### src/rtl/i2s_tx_core.sv
// I2S (Philips format) transmit serializer.
// One-entry skid buffer for stereo pairs, programmable SCK divider, and an
// underrun pulse when a frame starts with nothing buffered.
module i2s_tx_core #(
    parameter int DW    = 16,
    parameter int DIV_W = 16
) (
    input  logic             clk,
    input  logic             reset,
    input  logic             enable,
    input  logic [DIV_W-1:0] clk_div,
    input  logic [DW-1:0]    sample_left,
    input  logic [DW-1:0]    sample_right,
    input  logic             sample_valid,
    output logic             sample_ready,
    output logic             i2s_sck,
    output logic             i2s_ws,
    output logic             i2s_sd,
    output logic             underrun,
    output logic             busy
);

    localparam int FW = 2 * DW;
    localparam int BW = $clog2(FW);

    typedef enum logic {IDLE, RUN} state_t;

    state_t           state;
    logic [DIV_W-1:0] div_cnt;
    logic [BW-1:0]    bit_cnt;     // slot index driven by the next slot update
    logic [FW-1:0]    shift;
    logic [FW-1:0]    buf_data;
    logic             buf_full;

    logic             accept;
    logic             slot_upd;
    logic             frame_load;
    logic             ws_next;
    logic [FW-1:0]    load_word;

    assign sample_ready = !buf_full;
    assign accept       = sample_valid && !buf_full;

    // Decide whether this clk performs a slot update and what word it shifts from.
    always_comb begin
        slot_upd = 1'b0;
        if (state == IDLE)
            slot_upd = enable;
        else
            slot_upd = enable && i2s_sck && (div_cnt == clk_div);
        frame_load = slot_upd && (bit_cnt == '0);
        load_word  = shift;
        if (frame_load)
            load_word = buf_full ? buf_data : '0;
        // WS leads the data by one slot: high from the LSB of left to the slot before the right LSB.
        ws_next = (bit_cnt >= BW'(DW - 1)) && (bit_cnt <= BW'(FW - 2));
    end

    // Skid buffer: empties on a frame load, refills on an accepted handshake.
    always_ff @(posedge clk) begin
        if (reset) begin
            buf_full <= 1'b0;
            buf_data <= '0;
        end else begin
            if (frame_load && buf_full)
                buf_full <= 1'b0;
            if (accept) begin
                buf_full <= 1'b1;
                buf_data <= {sample_left, sample_right};
            end
        end
    end

    // Serializer FSM: divider, slot counter, shift register and registered outputs.
    always_ff @(posedge clk) begin
        if (reset) begin
            state    <= IDLE;
            div_cnt  <= '0;
            bit_cnt  <= '0;
            shift    <= '0;
            i2s_sck  <= 1'b0;
            i2s_ws   <= 1'b0;
            i2s_sd   <= 1'b0;
            underrun <= 1'b0;
            busy     <= 1'b0;
        end else begin
            underrun <= 1'b0;
            if (state == RUN && !enable) begin
                state   <= IDLE;
                div_cnt <= '0;
                bit_cnt <= '0;
                i2s_sck <= 1'b0;
                i2s_ws  <= 1'b0;
                i2s_sd  <= 1'b0;
                busy    <= 1'b0;
            end else if (state == IDLE && !enable) begin
                div_cnt <= '0;
                bit_cnt <= '0;
                i2s_sck <= 1'b0;
                i2s_ws  <= 1'b0;
                i2s_sd  <= 1'b0;
                busy    <= 1'b0;
            end else begin
                state <= RUN;
                busy  <= 1'b1;
                if (state == RUN) begin
                    if (div_cnt == clk_div) begin
                        div_cnt <= '0;
                        i2s_sck <= !i2s_sck;
                    end else begin
                        div_cnt <= div_cnt + 1'b1;
                    end
                end
                if (slot_upd) begin
                    i2s_ws   <= ws_next;
                    i2s_sd   <= load_word[FW-1];
                    shift    <= load_word << 1;
                    bit_cnt  <= (bit_cnt == BW'(FW - 1)) ? '0 : bit_cnt + 1'b1;
                    underrun <= frame_load && !buf_full;
                end
            end
        end
    end

endmodule

### config.mk
export PLATFORM = sky130hd
export DESIGN_NAME = i2s_tx_core
export DESIGN_NICKNAME = d
export VERILOG_FILES = /design/src/rtl/i2s_tx_core.sv
export SDC_FILE = /design/constraint.sdc
export NUM_CORES = 1
export LEC_CHECK = 0
export ABC_AREA = 1
export BUFFER_PORTS_ARGS = -buffer_cell sky130_fd_sc_hd__buf_2
export CORE_UTILIZATION = 55
export CTS_CLUSTER_SIZE = 12
export DETAILED_ROUTE_END_ITERATION = 6
export HOLD_SLACK_MARGIN = 0.02
export PLACE_DENSITY = 0.77
export SETUP_SLACK_MARGIN = 0.2
export SLEW_MARGIN = 20
export SYNTH_ARGS = -nofsm -noshare
export SYNTH_HDL_FRONTEND = slang
export SYNTH_SLANG_ARGS = --single-unit
### constraint.sdc
create_clock -name clk -period 3.7 [get_ports clk]
set_input_delay 0.555 -clock clk [delete_from_list [all_inputs] [get_ports clk]]
set_output_delay 0.555 -clock clk [all_outputs]
set_load 0.02 [all_outputs]
Word level (Yosys, flattened, before mapping)
Cells that the tools add are included.
Widths: inputs -> output; s select.
{"block": "totals", "output_inout_bits": 6, "inputBits": 52, "reg_bits": 91}
{"block": "op_classes", "n_reduce_logical": 19, "n_eq_ne": 2, "n_lt_le_gt_ge": 2, "muxes": 8, "n_bitwise": 4, "addsub": 2}
{"operator": "$mux 32", "count": 2}
{"operator": "$add 16x1->16 const B", "count": 1}
{"operator": "$eq 16x16->1", "count": 1}
{"operator": "$mux 16", "count": 1}
{"operator": "$logic_and 1x1->1", "count": 9}
{"operator": "$add 5x1->5 const B", "count": 1}
{"operator": "$eq 5x5->1 const B", "count": 1}
{"operator": "$ge 5x4->1 const B", "count": 1}
{"operator": "$le 5x5->1 const B", "count": 1}
{"operator": "$logic_not 5->1", "count": 1}
{"operator": "$mux 5", "count": 1}
{"operator": "$mux 1", "count": 4}
{"operator": "$not 1->1", "count": 4}
{"operator": "$reduce_or 4->1", "count": 1}
{"operator": "$logic_not 1->1", "count": 3}
{"operator": "$reduce_and 3->1", "count": 1}
{"operator": "$reduce_or 3->1", "count": 1}
{"operator": "$reduce_and 2->1", "count": 1}
{"operator": "$reduce_bool 2->1", "count": 1}
{"operator": "$reduce_or 2->1", "count": 1}

Logic depth before layout (Yosys ltp)
Gate-level depths: netlist of run 1.
{"block": "depth", "depth_word": 7, "depth_mapped": 13, "mapped_depth_nobuf": 12}

Worst setup path after synthesis of run 1
No wires, ideal clock.
{"block": "synth_path", "kind": "input to register", "startpoint": "input clk_div[2]", "endpoint": "register bit_cnt[1]", "setup_time_ns": 0.116, "required_ns": 3.584, "stages": 13, "path_buffers": 2, "arrival_time_ns": 1.576, "path_slack_ns": 2.008, "path_cell_list": "inv_1 -> nand2_1 -> nand2_1 -> nor2_1 -> nand2_1 -> nor2_2 -> nand3_2 -> nand2_4 -> nand2_2 -> buf_6 -> buf_6 -> nor2_1 -> nor2_1"}
{"block": "synth_via", "elab_chain_cells": 3}
{"item": "from (decl)", "line": "11", "text": "input logic [DIV_W-1:0] clk_div,"}
{"item": "$eq 16x16->1", "line": "50", "text": "slot_upd = enable && i2s_sck && (div_cnt == clk_div);"}
{"item": "$logic_and 1x1->1", "line": "50"}
{"item": "$mux 1", "line": "47", "text": "if (state == IDLE)"}
{"item": "to (signal assigned)", "line": "118", "text": "bit_cnt <= (bit_cnt == BW'(FW - 1)) ? '0 : bit_cnt + 1'b1;"}
{"item": "to (decl)", "line": "30", "text": "logic [BW-1:0] bit_cnt;"}
No other way between the ends.
A chain may end at the register's enable or synchronous reset.

Worst setup path in the final report of run 1
{"block": "layout_path", "startpoint": "register buf_full", "endpoint": "register buf_data[28]"}
{"block": "layout_via", "elab_chain_cells": 2}
{"item": "from (decl)", "line": "33", "text": "logic buf_full;"}
{"item": "from (signal assigned)", "line": "62", "text": "buf_full <= 1'b0;"}
{"item": "from (signal assigned)", "line": "66", "text": "buf_full <= 1'b0;"}
{"item": "from (signal assigned)", "line": "68", "text": "buf_full <= 1'b1;"}
{"item": "$logic_not 1->1", "line": "42", "text": "assign accept = sample_valid && !buf_full;"}
{"item": "$logic_and 1x1->1", "line": "42"}
{"item": "to (signal assigned)", "line": "69", "text": "buf_data <= {sample_left, sample_right};"}
{"item": "to (decl)", "line": "32", "text": "logic [FW-1:0] buf_data;"}
No other way between the ends.

==> flow_metrics.tcl, run 1 <==
set metrics [dict create \
    drtIter0Drc 175 \
    max_stage_delay_ps 500 \
    pre_cts_ws_ps 1180 \
    rsz0062_at_grt "no" \
    hold_viol_final 0 \
    avgSynthCellArea_um2 6.60 \
    holdCritStartpoint "reset" \
    grt_pass1_wl_um 14500 \
    dp_hpwl_um 5380 \
    drv_cap 0 \
    yosysTopAreaCell "dfxtp_1" \
    cts_sinks 91 \
    drive_gt1_frac 0.136 \
    ys.flop_type "dfxtp_1" \
    path_clk_slew_ps 90 \
    period_needed_ps 2050 \
    min_path_type "primary input to register" \
    synth_cells 652 \
    cp-end-kind "register" \
    finClkSkew_ps 9.66 \
    cp.required_ps 3940 \
    drcViolationCount 0 \
    grt_pass1_vias 3510 \
    synth_area_um2 4300 \
    ff_latch_area_um2 1820 \
    crit_fanout 35 \
    cts_tree "yes" \
    cts_root_buf "clkbuf_8" \
    clk_path_buf_depth 2 \
    whs_endpoint "state$_SDFFE_PP0N_" \
    r2r-start "buf_full$_SDFFE_PP0P_" \
    fin_crit_sh 0.553 \
    ir_drop_mv 0.222 \
    wl_per_cell_um 10.5 \
    setup_viol 0 \
    antenna_cells 0 \
    slew_violations 0 \
    drtPass1Iterations 4 \
    viasPerCell 4.91 \
    crit_type "register to register" \
    p_leak_uw 0.00222 \
    async_flop_share 0 \
    syn_to_final_growth_pct 11.8 \
    status "finished, final reports clean" \
    fin_area_um2 4810 \
    place_area_um2 4590 \
    clock_latency_ps 350 \
    maxSlewHeadroom 0.323 \
    max_slew.worst_pin.slew_ps 1010 \
    hold_buffers 0 \
    cp-start-kind "register" \
    rows 31 \
    start_util 0.580 \
    powerDensity_nw_per_um2 408 \
    coreArea_um2 7410 \
    yosysSeqAreaShare 0.424 \
    cts_max_level 3 \
    cp_slowest_cell "inv_1" \
    cts_setup_buffers 0 \
    reg2reg_depth 7 \
    port_buffers 57 \
    yosysTopAreaCellShare 0.424 \
    track_usage 0.213 \
    grt_antenna_before_repair 0 \
    multi_input_comb_area_um2 2050 \
    yosysMostFrequentCell "nor2_1" \
    r2r_slack_ps 1650 \
    min_delay_path_depth 2 \
    path_cells "buf_4 > inv_1 > nand2_1 > buf_4 > inv_1 > nor2_1 > nor2_1" \
    syn_nets 710 \
    ys_ff_latch 91 \
    cts_buffers 9 \
    cts_resized 0 \
    crit_arrival_ps 2290 \
    grt.overflow.total 0 \
    die_w_um 90.4 \
    synth_area_leaders "dfxtp_1 42%, nor2_1 14%, nand2_1 12%" \
    ys_warn_count 0 \
    yosysUniqueCellTypes 27 \
    nets 752 \
    gp_congestion 0.779 \
    clock.fmax_mhz 489 \
    r2r-end "buf_data[28]$_SDFFE_PP0P_" \
    ios 58 \
    finalWirelength_um 8410 \
    setup-tns-final_ps 0 \
    fill_cells 674 \
    die_area_um2 8180 \
    die_y_um 90.4 \
    vias 3921 \
    ys_top_cells_by_count "158 x nor2_1, 133 x nand2_1, 91 x dfxtp_1" \
    detail-route-antenna-nets 0 \
    worst_slack_ps 1650 \
    grt_max_degree 68 \
    synth_edf_count 0 \
]
==> critical path: cells and delay by family, from the launching register on <==
family,cells,cell delay (ps)
buf+inv,4,1210
simple gates,3,380
flops,1,320
==> kinds of logic after synthesis <==
kind of cell             count (synthesis)  share of synthesized area
XOR/XNOR                                 7                     0.0143
adder cells (fa/ha/maj)                  6                     0.0175
flip-flops                              91                      0.424
AND/OR/NAND/NOR                        355                      0.340
buffers and inverters                  106                      0.102
AO/OA/AOI/OAI                           87                      0.103
==> per-layer routing <==
layer | track usage | wire, µm
met5 | 0 | 0
met4 | 0.0968 | 152
met3 | 0.0286 | 310
met2 | 0.372 | 3930
met1 | 0.259 | 4020
==> registers in the layout, indices dropped and copies added (netlist names) <==
register  count
i2s_sck       1
underrun      1
state         1
i2s_sd        1
bit_cnt       5
buf_data     32
i2s_ws        1
buf_full      1
div_cnt      16
shift        31
busy          1
==> per-stage QoR <==
stage / hold slack (ps) / power, µW / util / cells
after floorplan: 435 / 1280 / - / 652
after global placement: 453 / 1340 / 0.619 / 781
after detailed placement: 462 / 1350 / 0.619 / 781
after CTS: 415 / 1970 / 0.645 / 797
after global routing: 429 / 2080 / 0.649 / 798
final: 431 / 1960 / 0.649 / 798
==> worst max path at each step <==
stage | startpoint | end | slack [ps] | cells past startpoint
2_1_floorplan | clk_div[2] | bit_cnt[1]$_SDFFE_PP0P_ | 2010 | 13
3_3_place_gp | clk_div[0] | i2s_ws$_SDFFE_PP0P_ | 1220 | 12
3_5_place_dp | clk_div[1] | shift[12]$_SDFFE_PP0P_ | 1180 | 12
4_1_cts | div_cnt[0]$_SDFFE_PP0P_ | shift[16]$_SDFFE_PP0P_ | 1370 | 11
5_1_grt | div_cnt[3]$_SDFFE_PP0P_ | shift[12]$_SDFFE_PP0P_ | 1440 | 12
6_report | buf_full$_SDFFE_PP0P_ | buf_data[28]$_SDFFE_PP0P_ | 1650 | 7
==> cells in the final DEF (no fill, tap or decap), types with 6 or more instances in the layout <==
master and count:
o21ai_0 68, nor2_1 157, nor3_1 11, xor2_1 7, a21oi_1 15, ha_1 6, clkbuf_8 11, buf_2 57
nand3_1 37, inv_1 72, nand2_1 133, dfxtp_1 91
==> area by class of cell <==
type | instances | share of cell area
clock buffers | 11 | 0.0315
clock inverters | 5 | 0.00755
inverters | 76 | 0.0593
multi-input cells | 455 | 0.427
flip-flops and latches | 91 | 0.379
well taps | 99 | 0.0258
repair buffers | 61 | 0.0697
==> power by group <==
part / internal (µW) / total [µW] / switching, µW / leakage (µW)
sequential: 1040 / 1060 / 26.1 / 0.000748
clock: 282 / 628 / 346 / 0.0000880
combinational: 99.3 / 272 / 173 / 0.00138
Power figures use the tool's default switching activity.
==> run 2, diff against run 1 <==
clock period = 1.9 ns   (was 3.7 ns; I/O delays follow)
==> run 2 against run 1 <==
  * Via count grew 5.3%
  * Die area did not move
  * Clock skew decreased by 3.3 ps
  * Critical path type unchanged
  * Largest power group unchanged
==> flow_metrics.tcl, run 2 (same netlist as run 1, synthesis figures left out) <==
set metrics [dict create \
    grt_max_degree 63 \
    die_area_um2 8180 \
    cts_buffers 9 \
    cp-end-kind "register" \
    gp_congestion 0.833 \
    cts_sinks 91 \
    drive_gt1_frac 0.221 \
    detail-route-antenna-nets 0 \
    clock_latency_ps 360 \
    status "finished, final reports clean" \
    final_common_cell "nor2_1" \
    top_regs "buf_data x32, shift x31, div_cnt x16" \
    ir_drop_mv 0.648 \
    path_cells "ha_1 > nand2_2 > nor4_4 > nand2_2 > nor3_4 > nand3_1 > nand2_1 > nor2_1" \
    fin_total_pwr_uw 4170 \
    crit_fanout 5 \
    p_leak_uw 0.00246 \
    setup-tns-final_ps 0 \
    clock.fmax_mhz 600 \
    syn_to_final_growth_pct 23.2 \
    crit_family "simple AND/OR/NAND/NOR gates" \
    cts_max_level 3 \
    wl_per_cell_um 12.1 \
    reg2reg_depth 8 \
    drv_cap 0 \
    min_delay_path_depth 3 \
    grt_pass1_wl_um 14500 \
    coreArea_um2 7410 \
    dp_hpwl_um 5640 \
    start_util 0.580 \
    drtPass1Iterations 5 \
    grt.overflow.total 0 \
    min_path_type "primary input to register" \
    max_stage_delay_ps 380 \
    hold_viol_final 0 \
    grt_antenna_before_repair 0 \
    rows 31 \
    crit_type "register to register" \
    viasPerCell 5.04 \
    die_y_um 90.4 \
    grt_pass1_vias 3531 \
    rsz0062_at_grt "yes" \
    ios 58 \
    drtIter0Drc 281 \
    top_register "buf_data" \
    max_slew.worst_pin.slew_ps 1000 \
    crit_buf_inv 0 \
    maxSlewHeadroom 0.332 \
    nets 773 \
    drcViolationCount 0 \
    holdCritStartpoint "sample_right[13]" \
    setup_viol 0 \
    period_needed_ps 1670 \
    slew_violations 0 \
    fin_crit_sh 0.877 \
    clk_path_buf_depth 2 \
    die_w_um 90.4 \
    port_buffers 57 \
    cpMostUsedCell "nand2_2" \
    finalWirelength_um 9910 \
    antenna_cells 0 \
    holdWs_ps 166 \
    vias 4128 \
    r2r-start "div_cnt[0]$_SDFFE_PP0P_" \
    finClkSkew_ps 6.35 \
    r2r_slack_ps 230 \
    largest_register_ffs 32 \
    cts_tree "yes" \
    path_clk_slew_ps 90 \
    mostFrequentLayoutCells "150 x nor2_1, 120 x nand2_1, 77 x dfxtp_1" \
    whs_endpoint "buf_data[13]$_SDFFE_PP0P_" \
    cp-start-kind "register" \
    cts_root_buf "clkbuf_8" \
    r2r-end "div_cnt[14]$_SDFFE_PP0P_" \
    cp_slowest_cell "dfxtp_2" \
    powerDensity_nw_per_um2 788 \
    crit_arrival_ps 1920 \
    track_usage 0.215 \
    cp.required_ps 2150 \
]
## run 2: changes by cell type in the layout (fill, tap and decap cells not counted), sizes merged
cell and delta:
buf +15, bufinv +2, clkbuf +4, clkinv +3, clkinvlp -2, inv -1
## run 2: what timing repair did
item                                    in CTS  in global routing
hold buffers                                 0                  0
pin swaps                                    2                 18
gates cloned                                 0                  7
endpoints found under the setup margin      40                 52
resized for setup                            5                 59
setup buffers                                2                  6
## run 2: worst max-delay path by stage
| stage | startpoint | end | slack (ps) | depth (start not counted) |
|---|---|---|---|---|
| 3_3_place_gp | div_cnt[0]$_SDFFE_PP0P_ | div_cnt[14]$_SDFFE_PP0P_ | 180 | 8 |
| 4_1_cts | div_cnt[1]$_SDFFE_PP0P_ | div_cnt[14]$_SDFFE_PP0P_ | 190 | 8 |
| 2_1_floorplan | bit_cnt[0]$_SDFFE_PP0P_ | buf_full$_SDFFE_PP0P_ | 340 | 8 |
| 3_5_place_dp | div_cnt[0]$_SDFFE_PP0P_ | div_cnt[14]$_SDFFE_PP0P_ | 80 | 8 |
| 5_1_grt | div_cnt[0]$_SDFFE_PP0P_ | div_cnt[14]$_SDFFE_PP0P_ | 100 | 8 |
| 6_report | div_cnt[0]$_SDFFE_PP0P_ | div_cnt[14]$_SDFFE_PP0P_ | 230 | 8 |
## run 2: where the power goes
part	internal [µW]	total (µW)	leakage (µW)	switching, µW
clock	739	1430	0.000109	696
sequential	2020	2070	0.000757	52.3
combinational	280	671	0.00160	391
total	3030	4170	0.00246	1140
## run 2: layout make-up
type	count	area (µm²)
inverters	76	305
clock buffers	9	124
multi-input cells	455	2160
repair buffers	82	648
flip-flops and latches	91	1850
clock inverters	7	91.3
fillers	633	2110
well taps	99	124
## run 2: metal layers
metal,track usage,share of wire
met4,0.0927,0.016
met2,0.380,0.50
met3,0.0370,0.044
met5,0,0
met1,0.254,0.44
## run 2: metrics by stage
stage | utilization | setup WS [ps] | cells | cell area (µm²)
2_1_floorplan | - | 338 | 652 | 4300
3_3_place_gp | 0.631 | 184 | 788 | 4680
3_5_place_dp | 0.631 | 79.9 | 788 | 4680
4_1_cts | 0.664 | 192 | 806 | 4920
5_1_grt | 0.715 | 98.8 | 819 | 5300
6_report | 0.715 | 233 | 819 | 5300
## run 2: worst min-delay path, cell delays in order
cell and delay, ps:
buf_2 70, o21ai_0 70, nor2_1 70
==> run 3, diff against run 2 <==
ABC_AREA = not set   (was 1)
==> run 3 against run 2 <==
  * Worst hold slack worse by 20 ps
  * Design area is 0.26% lower
  * Sequential power barely moved
  * Largest power group unchanged
  * Utilization increased by 0.95 points
  * Register-to-register slack got worse by 190 ps
  * Clock-buffer cell count grew 1
  * Via count shrank 3.8%
  * Largest cell class unchanged
==> flow_metrics.tcl, run 3 <==
set metrics [dict create \
    fill_cells 558 \
    avgSynthCellArea_um2 8.34 \
    synth_edf_count 0 \
    grt_antenna_before_repair 0 \
    cts_sinks 91 \
    fin_crit_sh 0.975 \
    dr_wl_met2_um 5310 \
    drtIter0Drc 374 \
    cts_buffers 9 \
    vias 3973 \
    ys_warn_count 0 \
    cp.required_ps 2150 \
    cts_tree "yes" \
    rows 31 \
    grt_pass1_wl_um 16400 \
    detail-route-antenna-nets 0 \
    worst_slack_ps 47.6 \
    gp_congestion 0.869 \
    finClkSkew_ps 12.4 \
    synth_area_um2 4160 \
    syn_to_final_growth_pct 27.0 \
    setup_viol 0 \
    reg2reg_depth 8 \
    ir_drop_mv 0.464 \
    max_slew.worst_pin.slew_ps 686 \
    cp-end-kind "register" \
    clock_latency_ps 370 \
    clock.fmax_mhz 540 \
    drive_gt1_frac 0.281 \
    synth_cells 499 \
    slew_violations 0 \
    ys_ff_latch 91 \
    dp_hpwl_um 6140 \
    multi_input_comb_area_um2 2360 \
    crit_arrival_ps 2110 \
    crit_fanout 7 \
    viasPerCell 6.00 \
    crit_type "register to register" \
    rsz0062_at_grt "yes" \
    die_w_um 89.0 \
    drtPass1Iterations 5 \
    yosysUniqueCellTypes 42 \
    start_util 0.571 \
    synth_area_leaders "dfxtp_1 44%, nand2_1 9.8%, a311oi_1 6.5%" \
    nets 616 \
    m1WireLength_um 4720 \
    port_buffers 57 \
    crit_start "div_cnt[12]$_SDFFE_PP0P_" \
    maxSlewHeadroom 0.543 \
    coreArea_um2 7290 \
    r2r_slack_ps 50 \
    place_area_um2 4620 \
    clk_path_buf_depth 2 \
    r2r-start "div_cnt[12]$_SDFFE_PP0P_" \
    hold_buffers 0 \
    fin_area_um2 5290 \
    path_clk_slew_ps 100 \
    cts_max_level 3 \
    r2r-end "bit_cnt[1]$_SDFFE_PP0P_" \
    highest_layer "met4" \
    p_leak_uw 0.00193 \
    drv_cap 0 \
    min_path_type "primary input to register" \
    crit_end "bit_cnt[1]$_SDFFE_PP0P_" \
    cp-start-kind "register" \
    ys.flop_type "dfxtp_1" \
    grt_pass1_vias 3446 \
    setup-tns-final_ps 0 \
    pre_cts_ws_ps -28.5 \
    mostFrequentLayoutCells "109 x nand2_1, 80 x dfxtp_1, 57 x buf_2" \
    grt_max_degree 67 \
    grt.overflow.total 0 \
    yosysSeqAreaShare 0.438 \
    die_area_um2 7920 \
    status "finished, final reports clean" \
    cts_root_buf "clkbuf_8" \
    top_regs "buf_data x32, shift x31, div_cnt x16" \
    yosysMostFrequentCell "nand2_1" \
    finalWirelength_um 11000 \
    final_common_cell "nand2_1" \
    powerDensity_nw_per_um2 741 \
    track_usage 0.270 \
    async_flop_share 0 \
    period_needed_ps 1850 \
    die_y_um 89.0 \
    hold_viol_final 0 \
    antenna_cells 0 \
    yosysTopAreaCell "dfxtp_1" \
    largest_register_ffs 32 \
    syn_nets 557 \
    drcViolationCount 0 \
    ff_latch_area_um2 1840 \
    met3_length_um 672 \
    ios 58 \
    top_register "buf_data" \
    ys_top_cells_by_count "109 x nand2_1, 91 x dfxtp_1, 37 x a21oi_1" \
    wl_per_cell_um 16.6 \
    yosysTopAreaCellShare 0.438 \
]
run 3: power by group:
part	internal [µW]	switching [µW]	leakage (µW)
clock network	623	717	0.0000975
registers	2000	56.8	0.000751
logic	212	309	0.00108
run 3: kinds of logic after synthesis:
group | Yosys count | share of synthesized area
and+or+nand+nor | 200 | 0.216
adders and majority gates | 6 | 0.0180
DFF | 91 | 0.438
muxes | 7 | 0.0174
xor gates and xnor gates | 31 | 0.0652
buffers and inverters | 54 | 0.0583
AOI/OAI and AO/OA | 110 | 0.187
run 3: how the worst min path moves through the flow:
stage	start	end	slack [ps]	cells past startpoint
after global placement	buf_data[0]$_SDFFE_PP0P_	buf_data[0]$_SDFFE_PP0P_	440	2
after CTS	sample_left[7]	buf_data[23]$_SDFFE_PP0P_	130	3
final	sample_right[13]	buf_data[13]$_SDFFE_PP0P_	150	3
after floorplan	sample_right[0]	buf_data[0]$_SDFFE_PP0P_	420	2
after global routing	sample_right[11]	buf_data[11]$_SDFFE_PP0P_	150	3
after detailed placement	buf_data[30]$_SDFFE_PP0P_	buf_data[30]$_SDFFE_PP0P_	450	2
run 3: metrics by stage:
stage	utilization	instances	hold slack (ps)	power [µW]
floorplan	-	499	421	2390
global placement	0.634	635	445	2540
detailed placement	0.634	635	448	2560
CTS	0.683	656	135	3890
global route	0.725	662	146	4070
finish	0.725	662	146	3920
run 3: worst max-delay path, stage by stage (launching register included):
cell,delay [ps]
dfxtp_4,360
xor2_2,150
nor4_2,340
and4_4,330
buf_12,140
buf_16,120
buf_12,110
a21oi_4,60
mux2i_1,130
run 3: final cells by class:
type / count / share of cell area
clock buffers: 10 / 0.0241
well taps: 99 / 0.0234
multi-input cells: 354 / 0.446
inverters: 9 / 0.00639
flip-flops and latches: 91 / 0.348
clock inverters: 6 / 0.0137
repair buffers: 93 / 0.138
run 3: metal layers:
metal | GRT usage | vias up
met4 | 0.101 | 0
met1 | 0.366 | 1876
li1 | - | 1885
met3 | 0.0397 | 33
met5 | 0 | -
met2 | 0.439 | 179
run 3: repair_timing:
action | CTS | global route
resized for setup | 13 | 47
pin swaps | 25 | 27
endpoints found under the setup margin | 56 | 57
gates cloned | 3 | 2
buffers inserted | 2 | 4
hold endpoints to repair | 0 | 0
